<file path="src/rtl/div_pkg.sv">
`default_nettype none
// ============================================================================
// Package : div_pkg
// Shared FSM encoding, sign helper and RISC-V divide-by-zero results.
// Rev     : 1.0
// ============================================================================
package div_pkg;

  typedef enum logic [1:0] {
    S_IDLE = 2'd0,
    S_CALC = 2'd1,
    S_FIX  = 2'd2,
    S_DONE = 2'd3
  } div_state_e;

  // Helpers work on a 64-bit container; callers cast down to XLEN, and the low
  // bits of a two's-complement negate are independent of the container width.
  localparam int NEG_W = 64;

  localparam logic [NEG_W-1:0] DIV0_Q = '1;

  function automatic logic [NEG_W-1:0] cond_neg(input logic [NEG_W-1:0] v,
                                                 input logic             neg);
    return neg ? (~v + NEG_W'(1)) : v;
  endfunction

  // Divide by zero returns the dividend untouched as the remainder.
  function automatic logic [NEG_W-1:0] div0_r(input logic [NEG_W-1:0] dividend);
    return dividend;
  endfunction

endpackage
`default_nettype wire

</file>
<file path="src/rtl/div_restoring_step.sv">
`default_nettype none
// ============================================================================
// Module : div_restoring_step
// One combinational restoring-division iteration (shift, trial subtract).
// Rev    : 1.0
// ============================================================================
module div_restoring_step #(
  parameter int XLEN = 32
) (
  input  logic [XLEN-1:0] rem,
  input  logic [XLEN-1:0] quo,
  input  logic [XLEN-1:0] dvs,
  output logic [XLEN-1:0] rem_nxt,
  output logic [XLEN-1:0] quo_nxt
);

  logic [XLEN:0] w_trial;
  logic          w_restore;

  // A set MSB means the partial remainder was smaller than the divisor.
  assign w_trial   = {rem, quo[XLEN-1]} - {1'b0, dvs};
  assign w_restore = w_trial[XLEN];

  assign quo_nxt = {quo[XLEN-2:0], ~w_restore};
  assign rem_nxt = w_restore ? {rem[XLEN-2:0], quo[XLEN-1]} : w_trial[XLEN-1:0];

endmodule
`default_nettype wire

</file>
<file path="src/rtl/div_restoring_seq.sv">
`default_nettype none
// ============================================================================
// Module : div_restoring_seq
// Sequential restoring divider for DIV/DIVU/REM/REMU, one bit per cycle.
// Rev    : 1.0
// ============================================================================
module div_restoring_seq
  import div_pkg::*;
#(
  parameter int XLEN  = 32,
  parameter int CNT_W = $clog2(XLEN + 1)
) (
  input  logic            clk,
  input  logic            rstlow,
  input  logic            start,
  input  logic            kill,
  input  logic            op_signed,
  input  logic [XLEN-1:0] a_in,
  input  logic [XLEN-1:0] b_in,
  output logic            busy,
  output logic            done,
  output logic            div_zero,
  output logic [XLEN-1:0] q_out,
  output logic [XLEN-1:0] r_out
);

  div_state_e       r_state;
  div_state_e       w_state_nxt;
  logic [CNT_W-1:0] r_cnt;
  logic [XLEN-1:0]  r_rem;
  logic [XLEN-1:0]  r_quo;
  logic [XLEN-1:0]  r_dvs;
  logic             r_neg_q;
  logic             r_neg_r;
  logic             r_busy;

  logic             w_accept;
  logic             w_div0;
  logic             w_finish;
  logic             w_abort;
  logic             w_step_en;
  logic             w_last_step;
  logic             w_b_zero;
  logic             w_a_neg;
  logic             w_b_neg;
  logic [XLEN-1:0]  w_a_mag;
  logic [XLEN-1:0]  w_b_mag;
  logic [XLEN-1:0]  w_rem_nxt;
  logic [XLEN-1:0]  w_quo_nxt;

  assign w_b_zero    = (b_in == '0);
  assign w_a_neg     = op_signed & a_in[XLEN-1];
  assign w_b_neg     = op_signed & b_in[XLEN-1];
  assign w_a_mag     = XLEN'(cond_neg(64'(a_in), w_a_neg));
  assign w_b_mag     = XLEN'(cond_neg(64'(b_in), w_b_neg));
  assign w_last_step = (r_cnt == CNT_W'(XLEN - 1));
  assign w_step_en   = (r_state == S_CALC) && !kill;
  assign busy        = r_busy;

  div_restoring_step #(
    .XLEN (XLEN)
  ) u_step (
    .rem     (r_rem),
    .quo     (r_quo),
    .dvs     (r_dvs),
    .rem_nxt (w_rem_nxt),
    .quo_nxt (w_quo_nxt)
  );

  always_ff @(posedge clk or negedge rstlow) begin
    if (!rstlow) r_state <= S_IDLE;
    else         r_state <= w_state_nxt;
  end

  // kill wins over start in IDLE and aborts CALC/FIX without a done pulse.
  always_comb begin
    w_state_nxt = r_state;
    w_accept    = 1'b0;
    w_div0      = 1'b0;
    w_finish    = 1'b0;
    w_abort     = 1'b0;
    done        = 1'b0;
    case (r_state)
      S_IDLE: begin
        if (start && !kill) begin
          if (w_b_zero) begin
            w_state_nxt = S_DONE;
            w_div0      = 1'b1;
          end else begin
            w_state_nxt = S_CALC;
            w_accept    = 1'b1;
          end
        end
      end
      S_CALC: begin
        if (kill) begin
          w_state_nxt = S_IDLE;
          w_abort     = 1'b1;
        end else if (w_last_step) begin
          w_state_nxt = S_FIX;
        end
      end
      S_FIX: begin
        if (kill) begin
          w_state_nxt = S_IDLE;
          w_abort     = 1'b1;
        end else begin
          w_state_nxt = S_DONE;
          w_finish    = 1'b1;
        end
      end
      S_DONE: begin
        done        = 1'b1;
        w_state_nxt = S_IDLE;
      end
      default: w_state_nxt = S_IDLE;
    endcase
  end

  always_ff @(posedge clk or negedge rstlow) begin
    if (!rstlow) begin
      r_cnt    <= '0;
      r_rem    <= '0;
      r_quo    <= '0;
      r_dvs    <= '0;
      r_neg_q  <= 1'b0;
      r_neg_r  <= 1'b0;
      r_busy   <= 1'b0;
      div_zero <= 1'b0;
      q_out    <= '0;
      r_out    <= '0;
    end else begin
      if (w_accept) begin
        r_quo   <= w_a_mag;
        r_rem   <= '0;
        r_dvs   <= w_b_mag;
        r_neg_q <= w_a_neg ^ w_b_neg;
        r_neg_r <= w_a_neg;
        r_cnt   <= '0;
        r_busy  <= 1'b1;
      end
      if (w_step_en) begin
        r_quo <= w_quo_nxt;
        r_rem <= w_rem_nxt;
        r_cnt <= r_cnt + CNT_W'(1);
      end
      if (w_div0) begin
        q_out    <= XLEN'(DIV0_Q);
        r_out    <= XLEN'(div0_r(64'(a_in)));
        div_zero <= 1'b1;
      end
      // The -2^(XLEN-1) / -1 overflow case needs no special handling here.
      if (w_finish) begin
        q_out    <= XLEN'(cond_neg(64'(r_quo), r_neg_q));
        r_out    <= XLEN'(cond_neg(64'(r_rem), r_neg_r));
        div_zero <= 1'b0;
        r_busy   <= 1'b0;
      end
      if (w_abort) begin
        r_busy <= 1'b0;
      end
    end
  end

endmodule
`default_nettype wire

</file>
<file path="config.mk">
export PLATFORM = sky130hd
export DESIGN_NAME = div_restoring_seq
export DESIGN_NICKNAME = d
export VERILOG_FILES = /design/src/rtl/div_pkg.sv /design/src/rtl/div_restoring_step.sv /design/src/rtl/div_restoring_seq.sv
export SDC_FILE = /design/constraint.sdc
export NUM_CORES = 1
export LEC_CHECK = 0
export CORE_MARGIN = 2
export CORE_UTILIZATION = 46
export CTS_BUF_LIST = sky130_fd_sc_hd__clkbuf_4
export DETAILED_ROUTE_END_ITERATION = 7
export PLACE_DENSITY = 0.68
export SYNTH_ARGS = -nofsm -noshare
export SYNTH_HDL_FRONTEND = slang
export SYNTH_SLANG_ARGS = --single-unit
</file>
<file path="constraint.sdc">
create_clock -name clk -period 4.04 [get_ports clk]
set_input_delay 0.606 -clock clk [delete_from_list [all_inputs] [get_ports clk]]
set_output_delay 0.606 -clock clk [all_outputs]
set_load 0.05 [all_outputs]
</file>
=== After elaboration in Yosys (flattened, before gate mapping) ===
Index checks and enable logic that the tools add are counted.

* Flip-flop bits (word level): 172
* Bits in read-only memories: 0
* Memories kept: 0
* Output and inout port bits: 67
* Bits of input ports: 69
* Latch bits: 0
* Bits in writable memories: 0

* Shift operators: 0
* Reduce and logical (&&, ||, !) cells: 10
* Magnitude comparators: 0
* Mux-type cells: 37
* Add/subtract/negate cells: 6
* Bitwise logic cells: 8
* Equality and inequality tests: 6
* $mul: 0
* Divide/modulo/power cells: 0

{| class="wikitable"
|+ Operator list
! operator !! number
|-
| $mux 32 || 13
|-
| $add 32x1->32 const B || 4
|-
| $not 32->32 || 4
|-
| $sub 33x32->33 || 1
|-
| $logic_not 32->1 || 1
|-
| $mux 1 || 16
|-
| $mux 6 || 2
|-
| $mux 2 || 5
|-
| $pmux 2 s4 || 1
|-
| $add 6x1->6 const B || 1
|-
| $eq 6x5->1 const B || 1
|-
| $eq 2x2->1 const B || 2
|-
| $reduce_bool 2->1 || 2
|-
| $ne 3x3->1 const B || 1
|-
| $reduce_bool 3->1 || 1
|-
| $and 1x1->1 || 2
|-
| $eq 2x1->1 const B || 1
|-
| $logic_and 1x1->1 || 2
|-
| $logic_not 2->1 || 1
|-
| $ne 2x2->1 const B || 1
|-
| $reduce_and 2->1 || 1
|-
| $reduce_or 2->1 || 1
|-
| $logic_not 1->1 || 1
|-
| $not 1->1 || 1
|-
| $xor 1x1->1 || 1
|}

=== Depth between registers and ports, before layout ===
Gate-level depths: netlist of run 1.

* Depth after elaboration: 7
* Mapped depth: 14
* Gate-level depth less buffers: 12

=== Cells and area by module ===
From an unflattened synthesis of run 1, not the netlist that was laid out.

* Cells, all modules: 1413
* Area, all modules: 12356.9 µm²

{| class="wikitable"
|+ Modules (own cells, without submodules)
! module !! cells an instance !! instances !! area each (µm²) !! sequential area each (µm²)
|-
| div_restoring_seq || 1077 || 1 || 9765.6 || 4304.1
|-
| div_restoring_step || 336 || 1 || 2591.2 || 0.0
|}

=== Worst setup path before layout of run 1 ===
No wires, ideal clock.

* Kind: reg2reg
* Start: register r_quo[31]
* End: register r_rem[3]
* Stages on the path, launching flop included: 15
* Setup time: 0.116 ns
* Path buffers: 2
* Slack: 0.874 ns
* Arrival: 3.050 ns
* Path through: dfrtp_1 inv_1 ha_1 fa_1 nand2b_1 a21oi_1 o21ai_0 o2111ai_1 nand4_1 a31oi_1 xnor2_1 clkbuf_1 clkbuf_1 nand3_1 o311ai_0

* Longest elaborated chain between the ends: 3

{| class="wikitable"
|+ RTL lines
! element !! line !! RTL
|-
| start, declared || div_restoring_seq.sv:31 || <nowiki>logic [XLEN-1:0] r_quo;</nowiki>
|-
| start signal, assigned || div_restoring_seq.sv:134 || <nowiki>r_quo <= w_a_mag;</nowiki>
|-
| start signal, assigned || div_restoring_seq.sv:143 || <nowiki>r_quo <= w_quo_nxt;</nowiki>
|-
| $sub 33x32->33 || div_restoring_step.sv:21 || <nowiki>assign w_trial = {rem, quo[XLEN-1]} - {1'b0, dvs};</nowiki>
|-
| $mux 32 || div_restoring_step.sv:25 || <nowiki>assign rem_nxt = w_restore ? {rem[XLEN-2:0], quo[XLEN-1]} : w_trial[XLEN-1:0];</nowiki>
|-
| $mux 32 || div_restoring_seq.sv:142 || <nowiki>if (w_step_en) begin</nowiki>
|-
| end signal, assigned || div_restoring_seq.sv:144 || <nowiki>r_rem <= w_rem_nxt;</nowiki>
|-
| end, declared || div_restoring_seq.sv:30 || <nowiki>logic [XLEN-1:0] r_rem;</nowiki>
|}

Every way passes these cells.
A chain may end at the register's enable or synchronous reset.

=== Final worst setup path of run 1 ===
* Start: register r_rem[24]
* End: register r_rem[8]

* Longest elaborated chain between the ends: 3

{| class="wikitable"
|+ RTL lines
! element !! line
|-
| $sub 33x32->33 || div_restoring_step.sv:21
|-
| $mux 32 || div_restoring_step.sv:25
|-
| $mux 32 || div_restoring_seq.sv:142
|}

Every way passes these cells.

==> out/qor.txt, run 1 <==
H-Tree Depth - 4
CP Launch Type - flop
Clock sinks - 172
Critical path's top delay family - compound AO/OA/AOI/OAI gates
Area Overhead vs Synth - 17.58%
Flop pwr share - 32.0%
Outcome - finished clean
Skew-Pair Late Insertion Delay - 0.57 ns
Crit path buf inv count - 2
Ys Warns - 0
PD cells - 697.9 nW/um2
Final ANT Viol Nets - 0
Max Root-Sink Buffers - 2
Post-synth top cells - o21ai_0, nand2_1, dfrtp_1
GPL Wtd Cong - 0.8812
Final clock skew - 0.01640 ns
Post-placement cell count - 1796
HP Class - in2async
Number of port buffers - 135
DR WL/cell - 16.12 um
Mapped cell area - 11630 um2
GRT Overall Usage - 22.27%
Final Instance Area - 13670 um2
Core Region - 24960 um2
Vias after detailed routing - 10.33k
Static leakage - 0.005807 uW
Slowest CP cell - a2111oi_0
Register area share after synthesis - 37.02%
Avg Inst Size Synth - 8.346 um2
Gr ovfl total - 0
Crit path DAT - 4.15 ns
CTS Hold Bufs - 0
Via-to-Cell Ratio - 5.643
Worst Path Required - 4.45 ns
# resized after CTS - 0
Crit Reg-Reg Endpoint - r_rem[8]$_DFFE_PN0P_
Area leader, netlist - dfrtp_1
R2R depth - 10
First-pass GRT wire length - 47870 um
Internal power - 4945 uW
Synth Instances - 1393
Max Cap Violations - 0
Critical Path Fanout Max - 15
# nets final - 1596
Clock slew at reported path FFs - 0.15 ns
Dominant cells by area after synthesis - dfrtp_1, o21ai_0, xnor2_1
Final hold slack - 0.06869 ns
Top_reg_cell synth - dfrtp_1
Crit-path max cell delay - 0.86 ns
DP HPWL - 22140 um
VDD IR max - 0.4567 mV
Combinational share of power - 56.3%
Final min period - 3.743 ns
Drt pass-1 iters - 8
Yosys cell types - 64
# DRC - 0
Reg2reg setup slack - 0.30 ns
Top-count cell post-synth - o21ai_0
Fmax - 267.2 MHz
Slew @ Worst Pin - 0.9060 ns
Worst rel slew slack - 38.04%
EDFF count, synth - 0
Vias in the first global route - 9501
Clock share of power - 11.7%
DR iter-0 viols - 742
CTS tree - built
Initial antenna violation count - 3
Die ar. - 26560 um2
Area share of the largest cell type after synthesis - 37.02%
Max-slew violation count - 0
Reg2reg start - r_rem[24]$_DFFE_PN0P_
FP Rows - 58
Switching Share - 48.17%
Tcrit/Tclk final - 92.64%
Total CTS buffers - 17
Starting Density - 46.57%
Async S/R FF share, synth - 100.0%
Share of layout cells above drive strength 1 - 4.943%
Final cell count without fillers - 1830
DRT Wirelength - 29490 um
DP Area - 13340 um2
DIE HEIGHT - 163.0 um
Cell Chain, Critical Path - ha_1 -> a21oi_1 -> o21ai_0 -> a2111oi_0 -> a31oi_1 -> xnor2_2 -> buf_12 -> buf_12 -> mux2i_1 -> o21ai_0
DP Worst Slack - 0.1031 ns
Crit. End Element - flop
Final WS setup - 0.2975 ns
Largest net degree at the start of global routing - 133
Synthesized Nets - 1504
Sum of negative setup slack - 0 ns
Final hold viol count - 0
Unrepaired setup endpoints after global routing - false
Final Setup Violations - 0
#FFs+latches synth - 172
Die width - 163.0 um
I/O Pins - 136
Post-CTS setup buffers - 0
CTS root buf - clkbuf_4
Psw - 4596 uW
Crit Path Class - reg2reg
-- area by class of cell --
type	instances	area [um2]
timing repair buffer	154	1595
inverter	49	183.9
antenna	3	7.507
clock inverter	14	192.7
fill	2392	11290
clock buffer	17	127.6
tap	330	412.9
sequential	172	4304
multi-input combinational	1091	6847
-- kinds of logic (layout without fill, tap and decap cells) --
logic type / count (synthesis) / count (layout) / share of synthesized area (%)
adder cells (fa/ha/maj): 42 / 42 / 4.585
flip-flops: 172 / 172 / 37.02
multiplexers: 48 / 48 / 4.133
XOR/XNOR: 148 / 148 / 11.15
other: 0 / 3 / 0
buffers and inverters: 130 / 234 / 4.466
AO/OA/AOI/OAI: 403 / 403 / 20.35
AND/OR/NAND/NOR: 450 / 450 / 18.30
-- flip-flops by register name (all words and copies together) (netlist names) --
register,flops
div_zero,1
r_out,32
r_rem,32
busy,1
r_quo,32
r_cnt,6
r_neg_q,1
r_neg_r,1
r_state,2
r_dvs,32
q_out,32
-- cells in the final DEF, fill, tap and decap left out, types with 5 or more instances in the layout --
cell / n
xor2_1: 70
xnor2_1: 77
o21ai_0: 182
o31ai_1: 22
nand2_1: 179
nor4_1: 9
or4_1: 9
buf_4: 11
clkdlybuf4s50_1: 134
o21ai_1: 5
a21o_1: 11
o211ai_1: 8
nand2b_1: 12
a21oi_1: 102
clkbuf_4: 17
o311ai_0: 7
a211oi_1: 8
nor3_1: 49
nor2_1: 67
ha_1: 41
and2_1: 9
or3_1: 18
nor2b_1: 11
dfrtp_1: 172
mux2i_1: 48
nand3_1: 49
inv_1: 49
nand4_1: 7
o41ai_1: 12
a31oi_1: 12
or2_2: 7
buf_12: 8
and3_1: 8
-- stage by stage --
stage / power (uW) / utilization, %
finish: 9541 / 54.76
global route: 10270 / 54.75
CTS: 9574 / 54.73
detailed placement: 8451 / 53.45
global placement: 8361 / 53.45
floorplan: 6844 / -
-- worst max path at each step --
stage | slack, ns | from | to | cells past startpoint
2_1_floorplan | 0.87 | r_quo[31]$_DFFE_PN0P_ | r_rem[3]$_DFFE_PN0P_ | 14
3_3_place_gp | 0.12 | a_in[8] | r_quo[31]$_DFFE_PN0P_ | 9
3_5_place_dp | 0.10 | a_in[6] | r_quo[31]$_DFFE_PN0P_ | 9
4_1_cts | 0.44 | r_rem[24]$_DFFE_PN0P_ | r_rem[7]$_DFFE_PN0P_ | 10
5_1_grt | 0.26 | r_rem[24]$_DFFE_PN0P_ | r_rem[7]$_DFFE_PN0P_ | 10
6_report | 0.30 | r_rem[24]$_DFFE_PN0P_ | r_rem[8]$_DFFE_PN0P_ | 10
-- worst reg2reg max path: stages (launching register included) --
cell and delay (ns):
dfrtp_1 0.53, ha_1 0.42, a21oi_1 0.16, o21ai_0 0.19, a2111oi_0 0.86, a31oi_1 0.26
xnor2_2 0.53, buf_12 0.23, buf_12 0.14, mux2i_1 0.17, o21ai_0 0.12
-- power groups by stage --
stage | Combinational [uW] | Clock (uW) | Sequential (uW)
after CTS | 5380 | 1140 | 3050
after floorplan | 2900 | 0 | 3950
final | 5370 | 1120 | 3050
after global routing | 5900 | 1210 | 3160
after global placement | 5290 | 0 | 3070
after detailed placement | 5360 | 0 | 3090
-- per-layer routing --
| metal | vias up | global-route usage (%) | wire, um |
|---|---|---|---|
| met4 | 0 | 5.994 | 530 |
| li1 | 5129 | - | - |
| met1 | 4824 | 31.57 | 14200 |
| met2 | 332 | 35.96 | 13150 |
| met3 | 41 | 2.878 | 1616 |
| met5 | - | 0 | 0 |
Note: power is estimated with default switching activity, not from simulation.
==> inputs of run 2 (changes only) <==
--- a/config.mk
+++ b/config.mk
@@ -9,6 +9,8 @@
 export CORE_UTILIZATION = 46
 export CTS_BUF_LIST = sky130_fd_sc_hd__clkbuf_4
 export DETAILED_ROUTE_END_ITERATION = 7
+export HOLD_SLACK_MARGIN = 0.1
+export MAX_ROUTING_LAYER = met4
 export PLACE_DENSITY = 0.68
 export SYNTH_ARGS = -nofsm -noshare
 export SYNTH_HDL_FRONTEND = slang
==> run 2 against run 1 <==
  * Highest routed layer unchanged
  * Total power shrank 1.6%
  * Fmax grew 13%
  * Final cell count is 0.11% higher
  * Clock power is 11% lower
  * Worst hold slack better by 0.43 ns
  * Setup slack improved by 0.43 ns
  * Clock skew rose by 0.0035 ns
  * Via count fell by 1.2%
  * Sequential share of layout area rose by 0.11 points
  * Critical endpoint is now r_quo[31]$_DFFE_PN0P_
  * Global-route usage up 0.77 points
  * Final area decreased by 0.34%
==> out/qor.txt, run 2 (same netlist as run 1, synthesis figures left out) <==
HP Class - reg2reg
Post-CTS setup buffers - 0
Final hold viol count - 0
Via-to-Cell Ratio - 5.567
H-Tree Depth - 4
Share of layout cells above drive strength 1 - 5.067%
Final Setup Violations - 0
CTS tree - built
Slowest CP cell - or4_4
DP HPWL - 21850 um
Design Power - 9393 uW
# DRC - 0
Combinational share of power - 56.9%
Final ANT Viol Nets - 0
# resized after CTS - 0
DRT Wirelength - 29060 um
Worst rel slew slack - 39.54%
FP Rows - 58
Largest net degree at the start of global routing - 133
# nets final - 1598
Final Instance Area - 13620 um2
Crit-path max cell delay - 0.60 ns
Reg2reg setup slack - 0.85 ns
Starting Density - 46.57%
DR WL/cell - 15.86 um
Crit path DAT - 3.72 ns
First-pass GRT wire length - 48040 um
Switching Share - 49.07%
I/O Pins - 136
PD cells - 689.4 nW/um2
Tcrit/Tclk final - 81.90%
Die width - 163.0 um
Crit. End Element - flop
Critical path's top delay family - simple AND/OR/NAND/NOR gates
Max-slew violation count - 0
Final cell count without fillers - 1832
Critical Path Fanout Max - 4
Total CTS buffers - 17
Internal power - 4784 uW
Clock sinks - 172
Max Root-Sink Buffers - 2
Clock slew at reported path FFs - 0.14 ns
Commonest non-fill, non-tap cell in the layout - o21ai_0
Cell Chain, Critical Path - clkdlybuf4s50_1 -> or4_4 -> or4_4 -> or3_4 -> nor3_4 -> nand3b_2 -> o21ai_0 -> nand3_1 -> a31oi_1
Final hold slack - 0.5002 ns
Worst Path Required - 4.45 ns
Max Cap Violations - 0
Area Overhead vs Synth - 17.19%
Psw - 4609 uW
Core Region - 24960 um2
Critical Path Most Common Cell - or4_4
DP Area - 13340 um2
Sum of negative setup slack - 0 ns
Drt pass-1 iters - 5
Skew-Pair Late Insertion Delay - 0.58 ns
CTS root buf - clkbuf_4
Fmax - 302.2 MHz
GPL Wtd Cong - 0.8868
Number of port buffers - 135
Commonest cells after routing, fill and taps aside - o21ai_0, nand2_1, dfrtp_1
Die ar. - 26560 um2
Clock share of power - 10.6%
Vias in the first global route - 9407
Initial antenna violation count - 2
GRT Overall Usage - 23.04%
Final min period - 3.309 ns
Crit Path Class - in2reg
Vias after detailed routing - 10.20k
VDD IR max - 0.4509 mV
# fillers - 2377
Post-placement cell count - 1797
DIE HEIGHT - 163.0 um
Flop pwr share - 32.5%
Outcome - finished clean
Gr ovfl total - 0
Unrepaired setup endpoints after global routing - false
Slew @ Worst Pin - 0.9069 ns
Crit path buf inv count - 1
DR iter-0 viols - 950
Static leakage - 0.005780 uW
CP Launch Type - input port
Final clock skew - 0.01990 ns
-- run 2: cell types whose count changed in the layout (fill, tap and decap cells not counted), sizes merged --
| cell | change |
|---|---|
| buf | +1 |
| clkinvlp | +2 |
| dlygate4sd3 | +1 |
| clkbuf | +1 |
| bufinv | -3 |
| inv | +3 |
| clkinv | -2 |
| diode | -1 |
-- run 2: tightest hold or removal path, cell delays in order, from the launching register on --
cell     delay [ns]
dfrtp_1        0.37
nand2_1        0.05
o21ai_0        0.06
-- run 2: stage by stage --
step	worst slack (ns)	util [%]
after floorplan	0.8741	-
after global placement	0.1733	53.43
after detailed placement	0.2037	53.43
after CTS	0.8025	54.56
after global routing	0.4358	54.58
final	0.7311	54.58
-- run 2: timing repair --
item / in CTS / in global routing
endpoints found under the setup margin: 0 / 0
hold endpoints to repair: 67 / 0
hold buffers: 1 / 0
-- run 2: final timing paths --
| kind | start | end | depth (start not counted) |
|---|---|---|---|
| hold / removal | r_dvs[15]$_DFFE_PN0P_ | r_dvs[15]$_DFFE_PN0P_ | 2 |
| min in group asynchronous | rstlow | r_quo[6]$_DFFE_PN0P_ | 2 |
| setup reg to reg | r_rem[24]$_DFFE_PN0P_ | r_rem[2]$_DFFE_PN0P_ | 9 |
| max in group asynchronous | rstlow | r_dvs[17]$_DFFE_PN0P_ | 3 |
| hold reg to reg | r_dvs[15]$_DFFE_PN0P_ | r_dvs[15]$_DFFE_PN0P_ | 2 |
| setup / recovery | a_in[8] | r_quo[31]$_DFFE_PN0P_ | 9 |
-- run 2: area by class of cell --
type	instances	area (um2)	share of cell area, %
antenna	2	5.005	0.03673
clock buffer	18	135.1	0.9918
clock inverter	14	136.4	1.001
inverter	49	183.9	1.350
multi-input combinational	1091	6847	50.25
sequential	172	4304	31.59
tap	330	412.9	3.031
timing repair buffer	156	1600	11.75
-- run 2: per-layer routing --
| layer | vias up | track usage, % | part of all wire (%) |
|---|---|---|---|
| li1 | 5129 | - | - |
| met3 | 31 | 2.878 | 5.1 |
| met5 | - | - | 0 |
| met4 | 0 | 5.994 | 1.7 |
| met1 | 4744 | 32.56 | 49 |
| met2 | 295 | 35.17 | 44 |
-- run 2: power groups by stage --
stage | sequential, uW | combinational (uW) | clock (uW)
6_report | 3050 | 5350 | 993
5_1_grt | 3170 | 5920 | 1090
4_1_cts | 3050 | 5370 | 1020
3_5_place_dp | 3090 | 5350 | 0
3_3_place_gp | 3080 | 5270 | 0
2_1_floorplan | 3950 | 2900 | 0
==> inputs of run 3 (changes only) <==
--- a/config.mk
+++ b/config.mk
@@ -11,7 +11,7 @@
 export DETAILED_ROUTE_END_ITERATION = 7
 export HOLD_SLACK_MARGIN = 0.1
 export MAX_ROUTING_LAYER = met4
-export PLACE_DENSITY = 0.68
+export PLACE_DENSITY = 0.7
 export SYNTH_ARGS = -nofsm -noshare
 export SYNTH_HDL_FRONTEND = slang
 export SYNTH_SLANG_ARGS = --single-unit
==> constraint.sdc (replaced) <==
create_clock -name clk -period 2.66 [get_ports clk]
set_input_delay 0.399 -clock clk [delete_from_list [all_inputs] [get_ports clk]]
set_output_delay 0.399 -clock clk [all_outputs]
set_load 0.05 [all_outputs]
==> run 3 against run 2 <==
  * The flow now finishes with violations (setup timing)
  * Final area grew 18%
  * Clock-buffer cell count is the same
  * Total power grew 75%
  * Flip-flop and latch count is the same
  * Critical path type is now reg2reg
==> out/qor.txt, run 3 (same netlist as run 1, synthesis figures left out) <==
Outcome - complete, but fails checks
Failing checks - setup timing
Crit. End Element - flop
Starting Density - 46.57%
Unrepaired setup endpoints after global routing - true
R2R depth - 14
Min-Delay Path Depth - 4
Via-to-Cell Ratio - 5.474
DR iter-0 viols - 763
Final WS setup - -0.3602 ns
Drt pass-1 iters - 6
# DRC - 0
Grt met2 use - 41.29%
GR Util met1 - 33.75%
Final cell count without fillers - 2075
Largest net degree at the start of global routing - 129
Sum of negative setup slack - -10.17 ns
Commonest non-fill, non-tap cell in the layout - buf_4
Tcrit/Tclk final - 113.5%
Number of port buffers - 135
Crit-path max cell delay - 0.46 ns
Final ANT Viol Nets - 0
Design Power - 16480 uW
PD cells - 1024 nW/um2
Vias in the first global route - 11.01k
Max-slew violation count - 0
Final min period - 3.020 ns
VDD IR max - 0.7170 mV
GR Util met3 - 3.896%
GRT Overall Usage - 25.76%
Share of layout cells above drive strength 1 - 21.16%
Slowest CP cell - dfrtp_1
Area Overhead vs Synth - 38.39%
Critical path's top delay family - compound AO/OA/AOI/OAI gates
DIE HEIGHT - 163.0 um
Crit Path Class - reg2reg
Die width - 163.0 um
Peak-usage layer in the global routing report - met2
Vias after detailed routing - 11.36k
Total CTS buffers - 17
Crit Reg-Reg Endpoint - r_rem[1]$_DFFE_PN0P_
Crit path DAT - 3.54 ns
DR WL/cell - 15.75 um
DRT Wirelength - 32680 um
H-Tree Depth - 4
Core Region - 24960 um2
CP Launch Type - flop
Max Root-Sink Buffers - 2
Cell Chain, Critical Path - inv_2 -> ha_4 -> fa_2 -> nand2b_4 -> a21oi_4 -> o21ai_2 -> o2111ai_2 -> nand4_1 -> a31oi_1 -> buf_4 -> xnor2_4 -> buf_6 -> or3_4 -> o311ai_4
Clock slew at reported path FFs - 0.16 ns
Commonest cells after routing, fill and taps aside - buf_4, nand2_1, dfrtp_1
Critical Path Fanout Max - 5
Die ar. - 26560 um2
Worst rel slew slack - 61.78%
Gr ovfl total - 0
Reg2reg setup slack - -0.36 ns
Post-placement cell count - 2027
GPL Wtd Cong - 0.9177
Skew-Pair Late Insertion Delay - 0.60 ns
# nets final - 1842
Max Cap Violations - 0
DP Area - 15220 um2
First-pass GRT wire length - 53520 um
CTS root buf - clkbuf_4
Fmax - 331.1 MHz
Worst Path Required - 3.18 ns
Final Instance Area - 16090 um2
Reg2reg start - r_quo[31]$_DFFE_PN0P_
Static leakage - 0.007217 uW
Final hold viol count - 0
DP HPWL - 24820 um
WHS Endpoint - r_out[9]$_DFFE_PN0P_
Final clock skew - 0.02314 ns
HP Class - in2reg
I/O Pins - 136
Final Setup Violations - 43
Clock sinks - 172
Slew @ Worst Pin - 0.5734 ns
Initial antenna violation count - 1
Crit path from - r_quo[31]$_DFFE_PN0P_
Worst Min Path Start - a_in[9]
Crit path buf inv count - 3
CTS tree - built
FP Rows - 58
[run 3: cell count changes in the layout (fill, tap and decap cells not counted), moves of 5 or more]
cell	delta
nand2_2	+5
buf_6	+14
o21ai_1	+27
buf_4	+218
nand2_1	-7
clkinvlp_4	-5
o31ai_1	-5
o311ai_0	-5
o21ai_0	-29
buf_12	+10
[run 3: how the worst max path moves through the flow]
stage | to | cells past startpoint | slack [ns]
detailed placement | r_quo[28]$_DFFE_PN0P_ | 11 | -0.61
finish | r_rem[1]$_DFFE_PN0P_ | 14 | -0.36
CTS | r_rem[23]$_DFFE_PN0P_ | 14 | -0.36
global placement | r_quo[29]$_DFFE_PN0P_ | 10 | -0.57
floorplan | r_rem[27]$_DFFE_PN0P_ | 13 | -0.04
global route | r_rem[16]$_DFFE_PN0P_ | 14 | -0.46
[run 3: metrics by stage]
stage | worst slack [ns] | hold slack [ns] | util (%)
3_5_place_dp | -0.6143 | 0.4177 | 60.98
4_1_cts | -0.3567 | 0.3222 | 63.57
6_report | -0.3602 | 0.2354 | 64.45
2_1_floorplan | -0.03912 | 0.1034 | -
3_3_place_gp | -0.5723 | 0.4142 | 60.98
5_1_grt | -0.4638 | 0.2778 | 64.45
[run 3: tightest hold or removal path: cells and delay by family]
kind                   cells  cell delay [ns]
multiplexers               1             0.06
AO/OA/AOI/OAI              1             0.13
buffers and inverters      2             0.22
[run 3: layout make-up]
| class | instances | area, um2 |
|---|---|---|
| diodes | 1 | 2.502 |
| clock buffers | 18 | 135.1 |
| clock inverters | 14 | 202.7 |
| fillers | 2085 | 8875 |
| inverters | 49 | 183.9 |
| multi-input cells | 1092 | 7237 |
| flip-flops and latches | 172 | 4305 |
| well taps | 330 | 412.9 |
| repair buffers | 399 | 3610 |
[run 3: metal layers]
metal | vias to the layer above | share of wire (%)
met5 | - | 0
met3 | 63 | 5.7
li1 | 5627 | -
met1 | 5324 | 45
met2 | 345 | 47
met4 | 0 | 2.3
[run 3: power breakdown]
part | switching (uW) | internal, uW | leakage, uW
sequential | 852 | 3650 | 0.00216
combinational | 5800 | 4390 | 0.00488
clock | 1010 | 777 | 0.000180
total | 7660 | 8810 | 0.00722
[run 3: repair_timing]
action / in CTS / in global routing
buffers inserted: 4 / 8
endpoints found under the hold margin: 54 / 0
hold buffers: 1 / 0
resized for setup: 68 / 36
cloned: 2 / 0
pin swaps: 20 / 17
setup endpoints to repair: 46 / 80
